===== src/rtl/sram_sp_param.sv =====
// ---------------------------------------------------------------------------
// sram_sp_param : single-port synchronous SRAM with a registered, valid-strobed read port.
// Optional post-reset clear engine: define SRAM_SP_PARAM_INIT_EN.   Rev 1.0
// ---------------------------------------------------------------------------
`default_nettype none

module sram_sp_param #(
   parameter int DATA_W  = 4,
   parameter int ADDR_W  = 5,
   parameter int WR_MODE = 0
) (
   input  logic              clk,
   input  logic              rst_n,
   input  logic              en,
   input  logic              we,
   input  logic [ADDR_W-1:0] addr,
   input  logic [DATA_W-1:0] din,
   output logic [DATA_W-1:0] dout,
   output logic              dout_valid,
   output logic              init_busy
);

   localparam int DEPTH = 1 << ADDR_W;
   localparam int PTR_W = ADDR_W + 1;

   localparam logic [0:0] ST_INIT = 1'b0;
   localparam logic [0:0] ST_RUN  = 1'b1;
`ifdef SRAM_SP_PARAM_INIT_EN
   localparam logic [0:0] ST_RESET = ST_INIT;
`else
   localparam logic [0:0] ST_RESET = ST_RUN;
`endif

   logic [0:0]        state;
   logic [0:0]        state_nxt;
   logic [PTR_W-1:0]  ptr;
   logic              clear_we;
   logic              accept;
   logic [DATA_W-1:0] wr_dout;
   logic              wr_valid;
   logic [DATA_W-1:0] mem [DEPTH];

   always_ff @(posedge clk) begin
      if (!rst_n) state <= ST_RESET;
      else        state <= state_nxt;
   end

   always_comb begin
      state_nxt = state;
      if (state == ST_INIT) begin
         if (ptr == PTR_W'(DEPTH - 1)) state_nxt = ST_RUN;
      end else begin
         state_nxt = ST_RUN;
      end
   end

   always_comb begin
      init_busy = (state == ST_INIT);
      clear_we  = (state == ST_INIT);
      accept    = (state == ST_RUN) && en;
   end

   always_ff @(posedge clk) begin
      if (!rst_n)        ptr <= '0;
      else if (clear_we) ptr <= ptr + 1'b1;
   end

   // The array has no reset; a low rst_n simply blocks every write.
   always_ff @(posedge clk) begin
      if (rst_n) begin
         if (clear_we)           mem[ptr[ADDR_W-1:0]] <= '0;
         else if (accept && we)  mem[addr] <= din;
      end
   end

   generate
      if (WR_MODE == 1) begin : g_read_first
         assign wr_dout  = mem[addr];
         assign wr_valid = 1'b1;
      end else if (WR_MODE == 2) begin : g_write_first
         assign wr_dout  = din;
         assign wr_valid = 1'b1;
      end else begin : g_no_change
         assign wr_dout  = dout;
         assign wr_valid = 1'b0;
      end
   endgenerate

   always_ff @(posedge clk) begin
      if (!rst_n) begin
         dout       <= '0;
         dout_valid <= 1'b0;
      end else if (accept) begin
         if (we) begin
            dout       <= wr_dout;
            dout_valid <= wr_valid;
         end else begin
            dout       <= mem[addr];
            dout_valid <= 1'b1;
         end
      end else begin
         dout_valid <= 1'b0;
      end
   end

endmodule

`default_nettype wire


===== config.mk =====
export PLATFORM = sky130hd
export DESIGN_NAME = sram_sp_param
export DESIGN_NICKNAME = d
export VERILOG_FILES = /design/src/rtl/sram_sp_param.sv
export SDC_FILE = /design/constraint.sdc
export NUM_CORES = 1
export LEC_CHECK = 0
export BUFFER_PORTS_ARGS = -buffer_cell sky130_fd_sc_hd__buf_2
export CAP_MARGIN = 20
export CORE_MARGIN = 4
export CORE_UTILIZATION = 27
export CTS_BUF_LIST = sky130_fd_sc_hd__clkbuf_16
export CTS_CLUSTER_SIZE = 10
export DETAILED_ROUTE_END_ITERATION = 8
export PLACE_DENSITY = 0.53
export SETUP_SLACK_MARGIN = 0.02
export SLEW_MARGIN = 10
export SYNTH_ARGS = -nofsm -noshare
export SYNTH_HDL_FRONTEND = slang
export SYNTH_SLANG_ARGS = --single-unit

===== constraint.sdc =====
create_clock -name clk -period 2.9 [get_ports clk]
set_input_delay 0.435 -clock clk [delete_from_list [all_inputs] [get_ports clk]]
set_output_delay 0.435 -clock clk [all_outputs]
set_load 0.1 [all_outputs]

# [Yosys cells after proc, flatten, opt, wreduce, memory -nomap -nowiden]
# Memories as Yosys holds them, arrays and structs flattened. A register that Yosys moved wholly into a read port is not among the register bits.
# Index checks and enable logic that the tools add are counted.
[op_classes] addsub=1 multipliers=0 n_div=0 order_cmp=0 n_eq_ne=1 shift=0 muxes=12 bitwise_logic=3 reduce_logical=7
[op_table] op="1-bit two-way mux" n=10
[op_table] op="6-bit by 1-bit adder with 6-bit output, second input constant" n=1
[op_table] op="6-bit by 5-bit equality test with 1-bit output, second input constant" n=1
[op_table] op="5-bit two-way mux" n=1
[op_table] op="4-bit two-way mux" n=1
[op_table] op="2-bit AND reduction" n=2
[op_table] op="4-bit OR reduction" n=1
[op_table] op="1-bit NOT" n=3
[op_table] op="1-bit logical AND" n=2
[op_table] op="2-bit OR reduction" n=1
[op_table] op="1-bit zero test" n=1
[totals] regBits=8 latch_bits=0 ramBits=128 rom_bits=0 output_inout_bits=6 n_memories=1
[memory_table] memory="mem" depth=32 word_bits=4 rd=1 rd_clocked_by_memory_dff=1 wr=1 line_no="41" source="logic [DATA_W-1:0] mem [DEPTH];"

# [Depth between registers and ports, before layout]
[logic_depth] ltp_word=8 ltp_mapped=8 ltp_nobuf=5

# [Worst setup path after synthesis]
# OpenSTA, ideal clock, no wires.
[synth_timing] kind="in2reg" startpoint="input addr[0]" endpoint="memory mem[2][0] (enable)" setup_ns=0.329 t_arrival_ns=1.728 required_time_ns=2.571 path_slack_ns=0.843 path_stages=8 path_buffers=4 cell_sequence="buf_4 > buf_12 > buf_6 > nor3_1 > o21ai_0 > or2_1 > clkbuf_1 > nor2_1"
[synth_via] elab_chain_cells=1
[synth_rtl] element="start, declared" line_no="16" source="input logic [ADDR_W-1:0] addr,"
[synth_rtl] element="5-bit two-way mux (no source line)"
[synth_rtl] element="end, declared" line_no="41"
# Every way passes these cells.

# [Worst setup path after layout]
[layout_timing] startpoint="register state" endpoint="memory mem[7][3] (enable)"
[layout_via] elab_chain_cells=8
[layout_rtl] element="start, declared" line_no="34" source="logic [0:0] state;"
[layout_rtl] element="start signal, assigned" line_no="45" source="else state <= state_nxt;"
[layout_rtl] element="1-bit logical AND" line_no="60" source="accept = (state == ST_RUN) && en;"
[layout_rtl] element="1-bit logical AND" line_no="72" source="else if (accept && we) mem[addr] <= din;"
[layout_rtl] element="1-bit two-way mux" line_no="72"
[layout_rtl] element="1-bit two-way mux" line_no="71" source="if (clear_we) mem[ptr[ADDR_W-1:0]] <= '0;"
[layout_rtl] element="1-bit two-way mux" line_no="70" source="if (rst_n) begin"
[layout_rtl] element="1-bit two-way mux (not written as such)" line_no="72"
[layout_rtl] element="4-bit OR reduction (no source line)"
[layout_rtl] element="5-bit two-way mux (no source line) or 1-bit two-way mux (tied branches)"
# Several ways; a longest one is shown, not always the timed one.

==> flow_summary_export.csv <==
group,metric,value,unit
worst_setup_path,crit_fanout,9,
synth,synth_flop_cell,"edfxtp_1",
worst_setup_path,crit_arrival,2550,ps
worst_setup_path,cp_top_family,"simple AND/OR/NAND/NOR gates",
floorplanning,num_rows,53,
detailed_routing,drt_iter0_drc,187,
synth,synth_nets,394,
floorplanning,num_io_pins,19,
clock_tree,clockBufferDepth,2,
detailed_routing,vias_per_cell,4.564,
synth,syn_avg_cell_area,15.25,µm²
detailed_routing,wl_met2,6222,µm
worst_setup_path,r2r_setup_slack,420,ps
detailed_routing,top_layer,"met4",
timing,relSlewSlack,52.89,%
cells_and_area,nets,425,
timing,fin_tns_setup,0,ps
timing,rsz0062_at_grt,"false",
synth,postSynthCellCount,380,
timing,tightest_slew,706.7,ps
worst_setup_path,crit_path_cell_trace,"and4_1 -> mux2i_1 -> nand2b_1 -> nor2_1",
clock_tree,clk_pin_slew,60,ps
timing,hold_viol_final,0,
timing,period_share,85.46,%
synth,synth_top_area_share,66.32,%
run,maxCapViolCount,0,
place,place.gp.congestion,0.8234,
floorplanning,dieArea,0.02387,mm²
cells_and_area,drive_gt1_share,14.86,%
global_route,grt_overflow,0,
clock_tree,cts_hold_buffers,0,
synth,yosysUniqueCellTypes,34,
synth,synth-simple-area-share,7.016,%
cells_and_area,synthToLayoutAreaGrowth,16.75,%
clock_tree,htreeDepth,4,
synth,synth_area_leaders,"edfxtp_1, mux2i_1, dfxtp_1",
synth,ys_seq_area_share,70.47,%
synth,synth-edff-count,128,
timing,slew_viol_final,0,
worst_setup_path,cp_slowest_cell,"and4_1",
cells_and_area,fillCellCount,2089,
synth,netlist_area,0.005796,mm²
detailed_routing,dr.pass1.iters,4,
timing,fmax,403.5,MHz
worst_setup_path,cpPeakStageDelay,500,ps
synth,synth.largest_area_cell,"edfxtp_1",
place,portBuffers,18,
worst_setup_path,critPathBufInv,0,
clock_tree,clockRootBuffer,"clkbuf_16",
global_route,grt_pass1_wl,19230,µm
clock_tree,cts.repair.resized,0,
floorplanning,die_w,154.5,µm
global_route,antenna_found_initial,0,
place,dpl.hpwl,8746,µm
detailed_routing,vias,3190,
global_route,grt_pass1_vias,3339,
floorplanning,die_h,154.5,µm
detailed_routing,routedWlPerCell,18.12,µm
timing,finalSetupViolCount,0,
clock_tree,clk_latency,420,ps
timing,fin_crit,2478,ps
synth,ys_ff_latch,140,
worst_setup_path,worstPathRequired,2970,ps
synth,synthMuxAreaShare,12.11,%
floorplanning,core-area,0.02109,mm²
floorplanning,initial_core_util,27.48,%
global_route,grt_usage,10.96,%
worst_setup_path,end_kind,"register",
clock_tree,cts_sinks,140,
synth,async_flop_share,0,%
synth,synth_top_family_by_area,"multiplexers",
power_and_ir_drop,power.density,654.3,mW/mm²
synth,synth_compound_area_share,6.714,%
power_and_ir_drop,p_leak,0.002246,µW
synth,yosys.area_share.adder,0.2159,%
detailed_routing,ant_nets,0,
timing,fin_hold_ws,352.7,ps
cells_and_area,diodes,0,
min_path,hold_class,"in -> reg",
global_route,grt_max_degree,31,
timing,skew,7.817,ps
detailed_routing,wl_met3,497,µm
detailed_routing,wl,12670,µm
detailed_routing,wl_met1,5747,µm
outcome,status,"completed",
worst_setup_path,critical_path_class,"reg -> reg",
detailed_routing,drc,0,
clock_tree,tritoncts,"built",
worst_setup_path,start_kind,"register",
synth,ys_warn_count,0,
power_and_ir_drop,ir_drop,0.4441,mV
clock_tree,post_cts_buffers,0,
synth,synth_xor_area_share,0.6045,%
clock_tree,cts-buffers-inserted,17,
-- cell families (layout without fill, tap and decap cells) --
logic type,count (synthesis),in the layout
and+or+nand+nor,84,84
muxes,70,70
buffers and inverters,21,65
adders and majority gates,1,1
AOI/OAI and AO/OA,60,60
xor gates and xnor gates,4,4
DFF,140,140
-- placed cells by master, fill, tap and decap left out, types with 2 or more instances in the layout --
| cell | count |
|---|---|
| clkbuf_16 | 17 |
| buf_6 | 2 |
| inv_1 | 2 |
| clkinv_1 | 2 |
| a22oi_1 | 32 |
| nand3_1 | 4 |
| clkinvlp_4 | 4 |
| dfxtp_1 | 12 |
| bufinv_16 | 2 |
| clkinv_2 | 4 |
| xor2_1 | 2 |
| a21oi_1 | 20 |
| mux2i_1 | 69 |
| o211ai_1 | 2 |
| nand2_1 | 10 |
| o21ai_0 | 5 |
| buf_4 | 11 |
| or4_1 | 4 |
| nor2b_1 | 7 |
| nor2_1 | 39 |
| and2_1 | 10 |
| xnor2_1 | 2 |
| buf_12 | 2 |
| nand2b_1 | 3 |
| buf_2 | 17 |
| edfxtp_1 | 128 |
-- final timing paths --
path,endpoint,cells past startpoint,startpoint
hold reg to reg,state,1,ptr[5]
setup reg to reg,mem[7][3],4,state
hold / removal,state,2,rst_n
setup / recovery,mem[7][3],4,state
-- final cells by class --
type | instances | area [µm²] | area share [%]
flip-flops and latches | 140 | 4084 | 60.36
multi-input cells | 219 | 1545 | 22.84
clock buffers | 17 | 425.4 | 6.287
well taps | 275 | 344.1 | 5.085
repair buffers | 32 | 230.2 | 3.402
clock inverters | 15 | 133.9 | 1.979
inverters | 1 | 3.754 | 0.05547
-- sequential cells by signal (all words and copies together) (netlist names) --
name,cells
ptr,6
mem,128
state,1
dout,4
dout_valid,1
-- power by group --
group	leakage, µW	internal, µW	switching [µW]
logic	0.000814	67.9	142
registers	0.00116	2190	5.09
clock network	0.000272	1240	775
total	0.00225	3500	922
-- metrics by stage --
step | area [µm²] | power (µW) | utilization [%] | cells | worst slack [ps]
after global routing | 6766 | 4586 | 32.09 | 699 | 169.5
after CTS | 6744 | 4469 | 31.98 | 697 | 427.1
after floorplan | 5796 | 2394 | - | 380 | 843.0
final | 6766 | 4427 | 32.09 | 699 | 421.5
after global placement | 6185 | 2447 | 29.33 | 665 | 354.6
after detailed placement | 6185 | 2449 | 29.33 | 665 | 274.3
-- cell usage after synthesis (2+ instances only) --
cell type / number
a21oi_1: 20
a22oi_1: 32
and2_1: 10
buf_12: 3
buf_2: 6
buf_4: 2
buf_6: 3
clkbuf_1: 4
dfxtp_1: 12
edfxtp_1: 128
mux2i_1: 69
nand2_1: 10
nand2b_1: 3
nand3_1: 4
nor2_1: 39
nor2b_1: 7
o211ai_1: 2
o21ai_0: 5
or4_1: 4
xnor2_1: 2
xor2_1: 2
-- metal layers --
layer	track usage, %	vias to the layer above
met5	0	-
met4	4.415	0
li1	-	1520
met2	18.03	50
met3	2.854	15
met1	13.77	1605
No activity file was read; power rests on OpenSTA's default activity.
